File: config.mk
export PLATFORM = sky130hd
export DESIGN_NAME = nn_frame_sequencer
export DESIGN_NICKNAME = d
export VERILOG_FILES = /design/src/rtl/nn_frame_sequencer.sv
export SDC_FILE = /design/constraint.sdc
export NUM_CORES = 1
export LEC_CHECK = 0
export ABC_AREA = 1
export CAP_MARGIN = 20
export CELL_PAD_IN_SITES_DETAIL_PLACEMENT = 0
export CELL_PAD_IN_SITES_GLOBAL_PLACEMENT = 2
export CORE_MARGIN = 1.5
export CORE_UTILIZATION = 24
export DETAILED_ROUTE_END_ITERATION = 10
export PLACE_DENSITY_LB_ADDON = 0.2
export SETUP_SLACK_MARGIN = 0.02
export SYNTH_ARGS = -nofsm -noshare
export SYNTH_HDL_FRONTEND = slang
export SYNTH_SLANG_ARGS = --single-unit
File: constraint.sdc
create_clock -name clk -period 2.9 [get_ports clk]
set_clock_uncertainty 0.15 [all_clocks]
set_input_delay 0.58 -clock clk [delete_from_list [all_inputs] [get_ports clk]]
set_output_delay 0.58 -clock clk [all_outputs]
set_load 0.05 [all_outputs]
File: src/rtl/nn_frame_sequencer.sv
// Frame-level controller for the nn digit-recognition core: resets the core,
// streams WIDTH pixels into it, waits out its latency and captures the prediction.
module nn_frame_sequencer #(
    parameter int unsigned WIDTH         = 784,
    parameter int unsigned CNT_BITS      = 10,
    parameter int unsigned PIX_BITS      = 24,
    parameter int unsigned RES_BITS      = 24,
    parameter int unsigned NN_RST_CYCLES = 2,
    parameter int unsigned NN_LATENCY    = 4
) (
    input  logic                clk,
    input  logic                reset,
    input  logic                start,
    input  logic                abort,
    input  logic                pix_valid,
    input  logic [PIX_BITS-1:0] pix_data,
    output logic                pix_ready,
    output logic                nn_reset,
    output logic [CNT_BITS-1:0] nn_pixel_counter,
    output logic [PIX_BITS-1:0] nn_input_pixel,
    input  logic [RES_BITS-1:0] nn_predict_num,
    output logic                busy,
    output logic                done,
    output logic [RES_BITS-1:0] result,
    output logic [15:0]         frame_count
);

    localparam int unsigned TMAX  = (NN_RST_CYCLES > NN_LATENCY) ? NN_RST_CYCLES : NN_LATENCY;
    localparam int unsigned TBITS = $clog2(TMAX + 1);

    localparam logic [CNT_BITS-1:0] IDLE_IDX = CNT_BITS'(WIDTH);
    localparam logic [CNT_BITS-1:0] LAST_IDX = CNT_BITS'(WIDTH - 1);
    localparam logic [TBITS-1:0]    RST_LAST = TBITS'(NN_RST_CYCLES - 1);
    localparam logic [TBITS-1:0]    LAT_LAST = TBITS'(NN_LATENCY - 1);

    typedef enum logic [2:0] {
        S_IDLE,
        S_CLEAR,
        S_FEED,
        S_DRAIN,
        S_CAPTURE
    } state_t;

    state_t              state;
    state_t              state_nxt;
    logic [TBITS-1:0]    timer;
    logic [CNT_BITS-1:0] idx;
    logic                beat;
    logic                capture;

    // pix_ready is high exactly in FEED, so FEED alone qualifies a beat
    assign beat    = (state == S_FEED) && pix_valid && !abort;
    assign capture = (state == S_DRAIN) && (state_nxt == S_CAPTURE);

    always_comb begin
        state_nxt = state;
        case (state)
            S_IDLE: begin
                if (start && !abort) state_nxt = S_CLEAR;
            end
            S_CLEAR: begin
                if (abort)                  state_nxt = S_IDLE;
                else if (timer == RST_LAST) state_nxt = S_FEED;
            end
            S_FEED: begin
                if (abort)                          state_nxt = S_IDLE;
                else if (beat && idx == LAST_IDX)   state_nxt = S_DRAIN;
            end
            S_DRAIN: begin
                if (abort)                  state_nxt = S_IDLE;
                else if (timer == LAT_LAST) state_nxt = S_CAPTURE;
            end
            S_CAPTURE: state_nxt = S_IDLE;
            default:   state_nxt = S_IDLE;
        endcase
    end

    always_ff @(posedge clk or posedge reset) begin
        if (reset) begin
            state <= S_IDLE;
            timer <= '0;
            idx   <= '0;
        end else begin
            state <= state_nxt;
            timer <= (state_nxt != state) ? '0 : timer + 1'b1;
            if (state == S_CLEAR) idx <= '0;
            else if (beat)        idx <= idx + 1'b1;
        end
    end

    // Outputs are registered from the next-state decode so they line up with state
    always_ff @(posedge clk or posedge reset) begin
        if (reset) begin
            pix_ready        <= 1'b0;
            nn_reset         <= 1'b1;
            busy             <= 1'b0;
            nn_pixel_counter <= IDLE_IDX;
            nn_input_pixel   <= '0;
            done             <= 1'b0;
            result           <= '0;
            frame_count      <= '0;
        end else begin
            pix_ready        <= (state_nxt == S_FEED);
            nn_reset         <= (state_nxt == S_CLEAR);
            busy             <= (state_nxt != S_IDLE);
            nn_pixel_counter <= beat ? idx : IDLE_IDX;
            if (beat) nn_input_pixel <= pix_data;
            done             <= capture;
            if (capture) begin
                result      <= nn_predict_num;
                frame_count <= frame_count + 16'd1;
            end
        end
    end

endmodule
After elaboration in Yosys (flattened, before gate mapping)
Cells that the tools add are included.

word-level totals
  register bits after elaboration = 94
  bits of input ports = 53
  logic and storage cells = 45
  output and inout bits = 78

cells by class
  eq/ne operators = 10
  muxes and demuxes = 12
  add/subtract/negate cells = 3
  reductions and logical operators = 9

operator list
  kind                     number
  $mux W10                 3
  $mux W3                  8
  $add A16 B1 Y16 const B  1
  $eq A3 B2 Y1 const B     4
  $pmux W3 S4              1
  $add A10 B1 Y10 const B  1
  $eq A10 B10 Y1 const B   1
  $eq A3 B1 Y1 const B     3
  $logic_and A1 B1 Y1      5
  $add A3 B1 Y3 const B    1
  $eq A3 B3 Y1 const B     1
  $logic_not A3 Y1         1
  $ne A3 B3 Y1             1
  $reduce_bool A3 Y1       1
  $reduce_bool A2 Y1       1
  $logic_not A1 Y1         1

Longest topological paths before layout
Gate-level depths: netlist of the first run.

  depth after elaboration = 9
  gate-level depth with buffers = 10
  gate-level depth less buffers = 10

Least setup slack after synthesis of the first run
OpenSTA, ideal clock, no wires.

  path type = reg-to-reg
  start point = reg frame_count[0]
  end point = reg frame_count[10]
  data arrival time = 1.730 ns
  buffers on the path = 0
  stages on the path, launching flop included = 7
  data required time = 2.607 ns
  library setup time = 0.143 ns
  slack = 0.877 ns
  clock period less this slack = 2.023 ns
  cells stage by stage = dfrtp_1 > ha_1 > nand2_1 > or2_2 > nor3_1 > nand3_1 > xnor2_1

between the ends
  cells in the longest elaborated chain, start to end = 1

ends and longest elaborated chain
  what                    RTL line  RTL
  from (decl)             25        output logic [15:0] frame_count
  from (signal assigned)  111       frame_count <= frame_count + 16'd1;
  $add A16 B1 Y16         111

Every way passes these cells.
A chain may end at the register's enable or synchronous reset.

Final worst setup path of the first run
  start point = reg frame_count[9]
  end point = out frame_count[9]

No word-level cell between the ends.

==> summary.md, run 1 <==
| Metric | Value |
|---|---|
| Switch share | 36.9% |
| DRT antenna net count | 0 |
| Final setup TNS | 0 ns |
| Largest net degree at the start of global routing | 67 |
| Crit Path Max Fanout | 6 |
| Post-Synth XOR/XNOR Area | 2.90% |
| P_sw | 1.65 mW |
| PD cells | 769 nW/um2 |
| Max Cap Viol | 0 |
| Fin. Hold Viols | 0 |
| Starting Density | 24.6% |
| Number of global-route vias before repair | 3353 |
| Largest family of logic cells by synthesized area | simple AND/OR/NAND/NOR gates |
| Pint | 2.82 mW |
| Drt first pass iters | 4 |
| Tcrit/Tclk final | 82.2% |
| FF+latch count, synth | 94 |
| GRT overflow | 0 |
| DRC Markers | 0 |
| Vias | 3221 |
| Worst path bufs/invs | 1 |
| Worst setup SP type | register |
| Die Wd | 131 um |
| Worst path max stage delay | 0.85 ns |
| Initial antenna violation count | 0 |
| Storage cell area | 2360 um2 |
| IO Port Bufs | 130 |
| Hold path start | nn_input_pixel[16] |
| IO Pins | 131 |
| Setup bufs post-CTS | 0 |
| Hold Crit Endpoint | nn_input_pixel[16] |
| Latest clock arrival within the worst-skew pair | 0.35 ns |
| Avg Cell Area, Syn | 8.93 um2 |
| Commonest non-fill, non-tap cell in the layout | nand2_1 |
| Final HPWL DP | 7140 um |
| Leak pwr | 2.75 nW |
| CP Data Required Time | 2.17 ns |
| FF-to-FF Start | timer[0] |
| CP max-delay cell | clkdlybuf4s50_1 |
| Compound-cell area share of the yosys netlist | 2.65% |
| Total GRT Usage | 12.8% |
| CP cell instances | clkdlybuf4s50_1 |
| # rows | 46 |
| Hold depth | 2 |
| Clock power frac | 28.7% |
| CP delay by family, top | buffers and inverters |
| Maximum vdd drop | 0.284 mV |
| Most frequent cells in the layout | 187 x nand2_1, 130 x clkdlybuf4s50_1, 90 x dfrtp_1 |
| Die Span Y | 131 um |
| RSZ-0062 raised after global routing | no |
| Worst setup margin | 0.515 ns |
| Clock Tree Buf Depth | 2 |
| Area share of and/or/nand/nor cells after synthesis | 27.7% |
| Routed WL | 10400 um |
| Synth unique cells | 30 |
| Worst setup path class | register to primary output |
| Vias/cell | 4.05 |
| Combinational power share | 34.1% |
| Mux cell area share after synthesis | 0% |
| Synth-to-Final Area Change | 48.2% |
| R2r endpoint | result[20] |
| YS warnings | 0 |
| # H-tree levels | 3 |
| Inserted Clock Buffers | 9 |
| Synth Instances | 439 |
| Reg2reg setup slack | 0.82 ns |
| TritonCTS clock tree | done |
| Netlist Area Pre-Place | 3920 um2 |
| First-pass GRT wire length | 16600 um |
| Antenna diodes | 0 |
| Die area | 17100 um2 |
| Register area share after synthesis | 60.1% |
| FILL cells | 1647 |
| Final Max Tran Viols | 0 |
| CORE AREA | 15900 um2 |
| Area of the multi-input gates | 1370 um2 |
| Clk slew on worst S/H paths | 0.06 ns |
| Worst hold path class | register to register |
| Reg2Reg Depth | 7 |
| Syn_nets | 497 |
| Outcome | completed |
| Worst Max-Slew Pin Slew | 0.554 ns |
| WP data arrival | 1.66 ns |
| Min Tclk post-route | 2.39 ns |
| Synth Area in Adders | 1.60% |
| CTS sink count | 94 |
| DRT iter0 DRCs | 126 |
| Worst Setup End Kind | primary output |
| Root buf cell | clkbuf_16 |
| Layout cells sized above 1 | 5.87% |
| Place WS | 0.435 ns |
| Post_cts resized | 0 |
| Wire per inst | 13.1 um |
| GPL Wtd Cong | 0.734 |
| Final setup vio count | 0 |
| Post-CTS Hold Fix Bufs | 0 |
| Share of power burned in registers | 37.1% |
| Max Fclk | 419 MHz |
| Slew HR | 63.0% |
| Layout Nets | 632 |
-- stage by stage --
| step | util (%) | total power, mW | hold WS (ns) | cell area [um2] | instances |
|---|---|---|---|---|---|
| after floorplan | - | 2.65 | 0.284 | 3930 | 439 |
| after global placement | 34.5 | 3.22 | 0.304 | 5500 | 779 |
| after detailed placement | 34.5 | 3.23 | 0.308 | 5500 | 779 |
| after CTS | 36.5 | 4.55 | 0.323 | 5810 | 795 |
| after global routing | 36.5 | 4.72 | 0.336 | 5810 | 795 |
| final | 36.5 | 4.47 | 0.322 | 5810 | 795 |
-- sequential cells by signal, indices dropped and copies added (netlist names) --
name / flops
frame_count: 16
pix_ready: 1
done: 1
nn_pixel_counter: 10
result: 24
nn_input_pixel: 24
nn_reset: 1
idx: 10
timer: 3
state: 3
busy: 1
-- worst max-delay path by stage --
stage	from	to	slack, ns	depth (start not counted)
2_1_floorplan	frame_count[0]	frame_count[10]	0.88	6
3_3_place_gp	abort	result[18]	0.45	7
3_5_place_dp	abort	pix_ready	0.44	8
4_1_cts	frame_count[9]	frame_count[9]	0.48	1
5_1_grt	frame_count[9]	frame_count[9]	0.45	1
6_report	frame_count[9]	frame_count[9]	0.51	1
-- worst reg2reg max path: stages (launching register included) --
cell and delay, ns:
dfrtp_1 0.40, ha_1 0.21, ha_1 0.23, nand3_4 0.19
clkinv_2 0.33, buf_4 0.32, nand2_1 0.09, nand2_1 0.05
-- final cells by class --
cell class / instances / share of cell area (%)
Clock buffer: 13 / 4.30
Timing Repair Buffer: 137 / 23.5
Tap cell: 216 / 4.65
Clock inverter: 3 / 1.16
Sequential cell: 94 / 40.6
Inverter: 33 / 2.22
Multi-Input combinational cell: 299 / 23.6
-- routing by layer --
metal / vias to the layer above / wire length (um) / GRT usage [%]
li1: 1631 / - / -
met1: 1488 / 4640 / 15.2
met2: 94 / 4930 / 20.6
met3: 8 / 739 / 5.46
met4: 0 / 105 / 4.78
met5: - / 0 / 0
-- cell families after synthesis --
family | Yosys count
simple gates | 262
compound gates | 19
xor+xnor | 13
fa+ha+maj | 5
flops | 94
buf+inv | 46
-- cells in the mapped netlist, drive strengths merged --
library cell	count	share of area (%)
nand2	187	18
dfrtp	90	57
nor2	34	3.5
inv	32	3.1
nand3	21	3.3
o21ai	11	1.4
buf	9	1.4
nand4	8	1.3
nor3	7	0.89
xor2	7	1.6
a21oi	6	0.77
xnor2	6	1.3
ha	5	1.6
clkbuf	4	0.38
dfstp	4	2.7
nor3b	2	0.38
clkinv	1	0.13
nand3b	1	0.19
nor4	1	0.16
o211a	1	0.26
o41ai	1	0.22
or2	1	0.16
-- power by group through the flow --
stage	registers, mW	clock network, mW	logic, mW
after floorplan	2.36	0	0.285
after global placement	1.68	0	1.53
after detailed placement	1.68	0	1.54
after CTS	1.66	1.34	1.55
after global routing	1.69	1.39	1.64
final	1.66	1.28	1.53
Power figures use the tool's default switching activity.
==> inputs of run 2 (changes only) <==
- CORE_UTILIZATION: 24 -> 26
- clock period: 2.9 -> 2.28 ns (I/O delays scaled with it)
==> run 2 against run 1 <==
Effect of this change:
- cell count is 3.6% lower
- critical path type unchanged
- non-clock buffer count is 4 higher
- final area is 0.34% higher
- hold slack worse by 0.043 ns
- largest power group unchanged
- via count is 0.75% higher
==> summary.md, run 2 (synthesis gave the netlist of run 1 again) <==
| Metric | Value |
|---|---|
| Final setup vio count | 0 (unchanged) |
| DRT iter0 DRCs | 143 (+13%) |
| Share of power burned in registers | 37.6% (+0.5 points) |
| Die Span Y | 126 um (-3.8%) |
| Final Max Tran Viols | 0 (unchanged) |
| Maximum vdd drop | 0.474 mV (+67%) |
| Largest net degree at the start of global routing | 48 (-28%) |
| Combinational power share | 34.4% (+0.3 points) |
| # H-tree levels | 3 (unchanged) |
| Clock Tree Buf Depth | 2 (unchanged) |
| Worst path max stage delay | 0.85 ns (about the same) |
| Final HPWL DP | 7110 um (-0.42%) |
| Routed WL | 10000 um (-3.7%) |
| Layout cells sized above 1 | 7.04% (+1.2 points) |
| Drt first pass iters | 8 (+4) |
| Commonest non-fill, non-tap cell in the layout | nand2_1 |
| Latest clock arrival within the worst-skew pair | 0.34 ns (about the same) |
| GRT overflow | 0 (unchanged) |
| CORE AREA | 14600 um2 (-8.1%) |
| Switch share | 36.9% (about the same) |
| GPL Wtd Cong | 0.738 (+0.56%) |
| Worst hold path class | primary input to asynchronous set/reset pin |
| CP Data Required Time | 1.67 ns (-0.50 ns) |
| Number of global-route vias before repair | 3389 (+1.1%) |
| # rows | 44 (-4.3%) |
| Pint | 3.55 mW (+26%) |
| Largest registers | nn_input_pixel: 24 flops, result: 24 flops, frame_count: 16 flops |
| First-pass GRT wire length | 16900 um (+2.0%) |
| Core Util, Final | 39.8% (+3.4 points) |
| Fin. Hold Viols | 0 (unchanged) |
| IO Pins | 131 (unchanged) |
| Vias/cell | 4.24 (+4.6%) |
| Layout Nets | 636 (+0.63%) |
| Max Cap Viol | 0 (unchanged) |
| Clk slew on worst S/H paths | 0.06 ns (about the same) |
| Vias | 3245 (+0.75%) |
| IO Port Bufs | 130 (unchanged) |
| Tcrit/Tclk final | 96.6% |
| Inserted Clock Buffers | 9 (unchanged) |
| Slew HR | 63.4% (+0.41 points) |
| Outcome | completed |
| Total power | 5.63 mW (+26%) |
| Worst Setup End Kind | primary output |
| Place WS | 0.149 ns (-0.286 ns) |
| Post-CTS Hold Fix Bufs | 0 (unchanged) |
| Worst setup margin | 0.0779 ns (-0.437 ns) |
| WP data arrival | 1.60 ns (-0.06 ns) |
| Root buf cell | clkbuf_16 |
| Min Tclk post-route | 2.20 ns |
| Starting Density | 26.8% (+2.2 points) |
| Leak pwr | 2.94 nW (+6.8%) |
| CP cell instances | clkdlybuf4s50_1 |
| DRT antenna net count | 0 (unchanged) |
| Clock power frac | 28.1% (-0.6 points) |
| Initial antenna violation count | 0 (unchanged) |
| Most frequent cells in the layout | 187 x nand2_1, 117 x clkdlybuf4s50_1, 90 x dfrtp_1 |
| Total GRT Usage | 13.6% (+0.85 points) |
| Hold_ws | 0.279 ns (-0.0426 ns) |
| Synth-to-Final Area Change | 48.8% |
| Final setup TNS | 0 ns (unchanged) |
| PD cells | 964 nW/um2 (+25%) |
| DRC Markers | 0 (unchanged) |
| Worst setup path class | register to primary output |
| TritonCTS clock tree | done |
| Wire per inst | 13.1 um (about the same) |
| CP max-delay cell | clkdlybuf4s50_1 |
| CP delay by family, top | buffers and inverters |
| Max Fclk | 454 MHz |
| Worst setup SP type | register |
| Worst path bufs/invs | 1 (unchanged) |
| P_sw | 2.08 mW (+26%) |
| Crit Path Max Fanout | 4 (-2) |
| Die Wd | 126 um (-3.8%) |
| Die area | 15800 um2 (-7.5%) |
| Antenna diodes | 0 (unchanged) |
| RSZ-0062 raised after global routing | no |
| Worst Max-Slew Pin Slew | 0.548 ns (-0.00615 ns) |
| CTS sink count | 94 (unchanged) |
run 2: area by class of cell:
cell class,count,area (um2)
well taps,184,230
inverters,33,129
fillers,1466,8810
clock inverters,5,75.1
clock buffers,10,229
repair buffers,141,1450
multi-input cells,299,1370
flip-flops and latches,94,2360
run 2: timing repair:
| item | CTS | global route |
|---|---|---|
| endpoints found under the hold margin | 0 | 0 |
| gates resized for setup | 3 | 8 |
| endpoints found under the setup margin | 3 | 8 |
| setup buffers | 0 | 0 |
run 2: final timing paths:
path,startpoint,to,slack [ns],depth (start not counted)
min in group clk,timer[0],timer[0],0.31,1
max,frame_count[6],frame_count[6],0.08,1
max in group asynchronous,reset,nn_pixel_counter[8],1.10,3
min,reset,result[22],0.28,2
min reg2reg,timer[0],timer[0],0.31,1
max reg2reg,frame_count[0],frame_count[10],0.39,6
run 2: power by group through the flow:
stage	registers (mW)	clock network, mW	logic, mW
after floorplan	3.00	0	0.362
after global placement	2.15	0	1.95
after detailed placement	2.14	0	1.96
after CTS	2.12	1.65	1.96
after global routing	2.16	1.71	2.07
final	2.11	1.58	1.93
run 2: metal layers:
layer  routed length [um]  vias to the layer above  track usage (%)
met2                 4600                       90             21.2
met4                  252                        0             6.42
met1                 4520                     1496             17.0
met5                    0                        -                0
met3                  644                       16             4.84
li1                     -                     1643                -
run 2: stage by stage:
step,cells,area [um2]
after detailed placement,751,5510
after floorplan,439,3930
after global routing,766,5830
final,766,5830
after CTS,766,5810
after global placement,751,5510
==> inputs of run 3 (changes only) <==
- SLEW_MARGIN: default -> 20
==> results of run 3 <==
The final DEF is identical to that of run 2; final timing and power are the same.
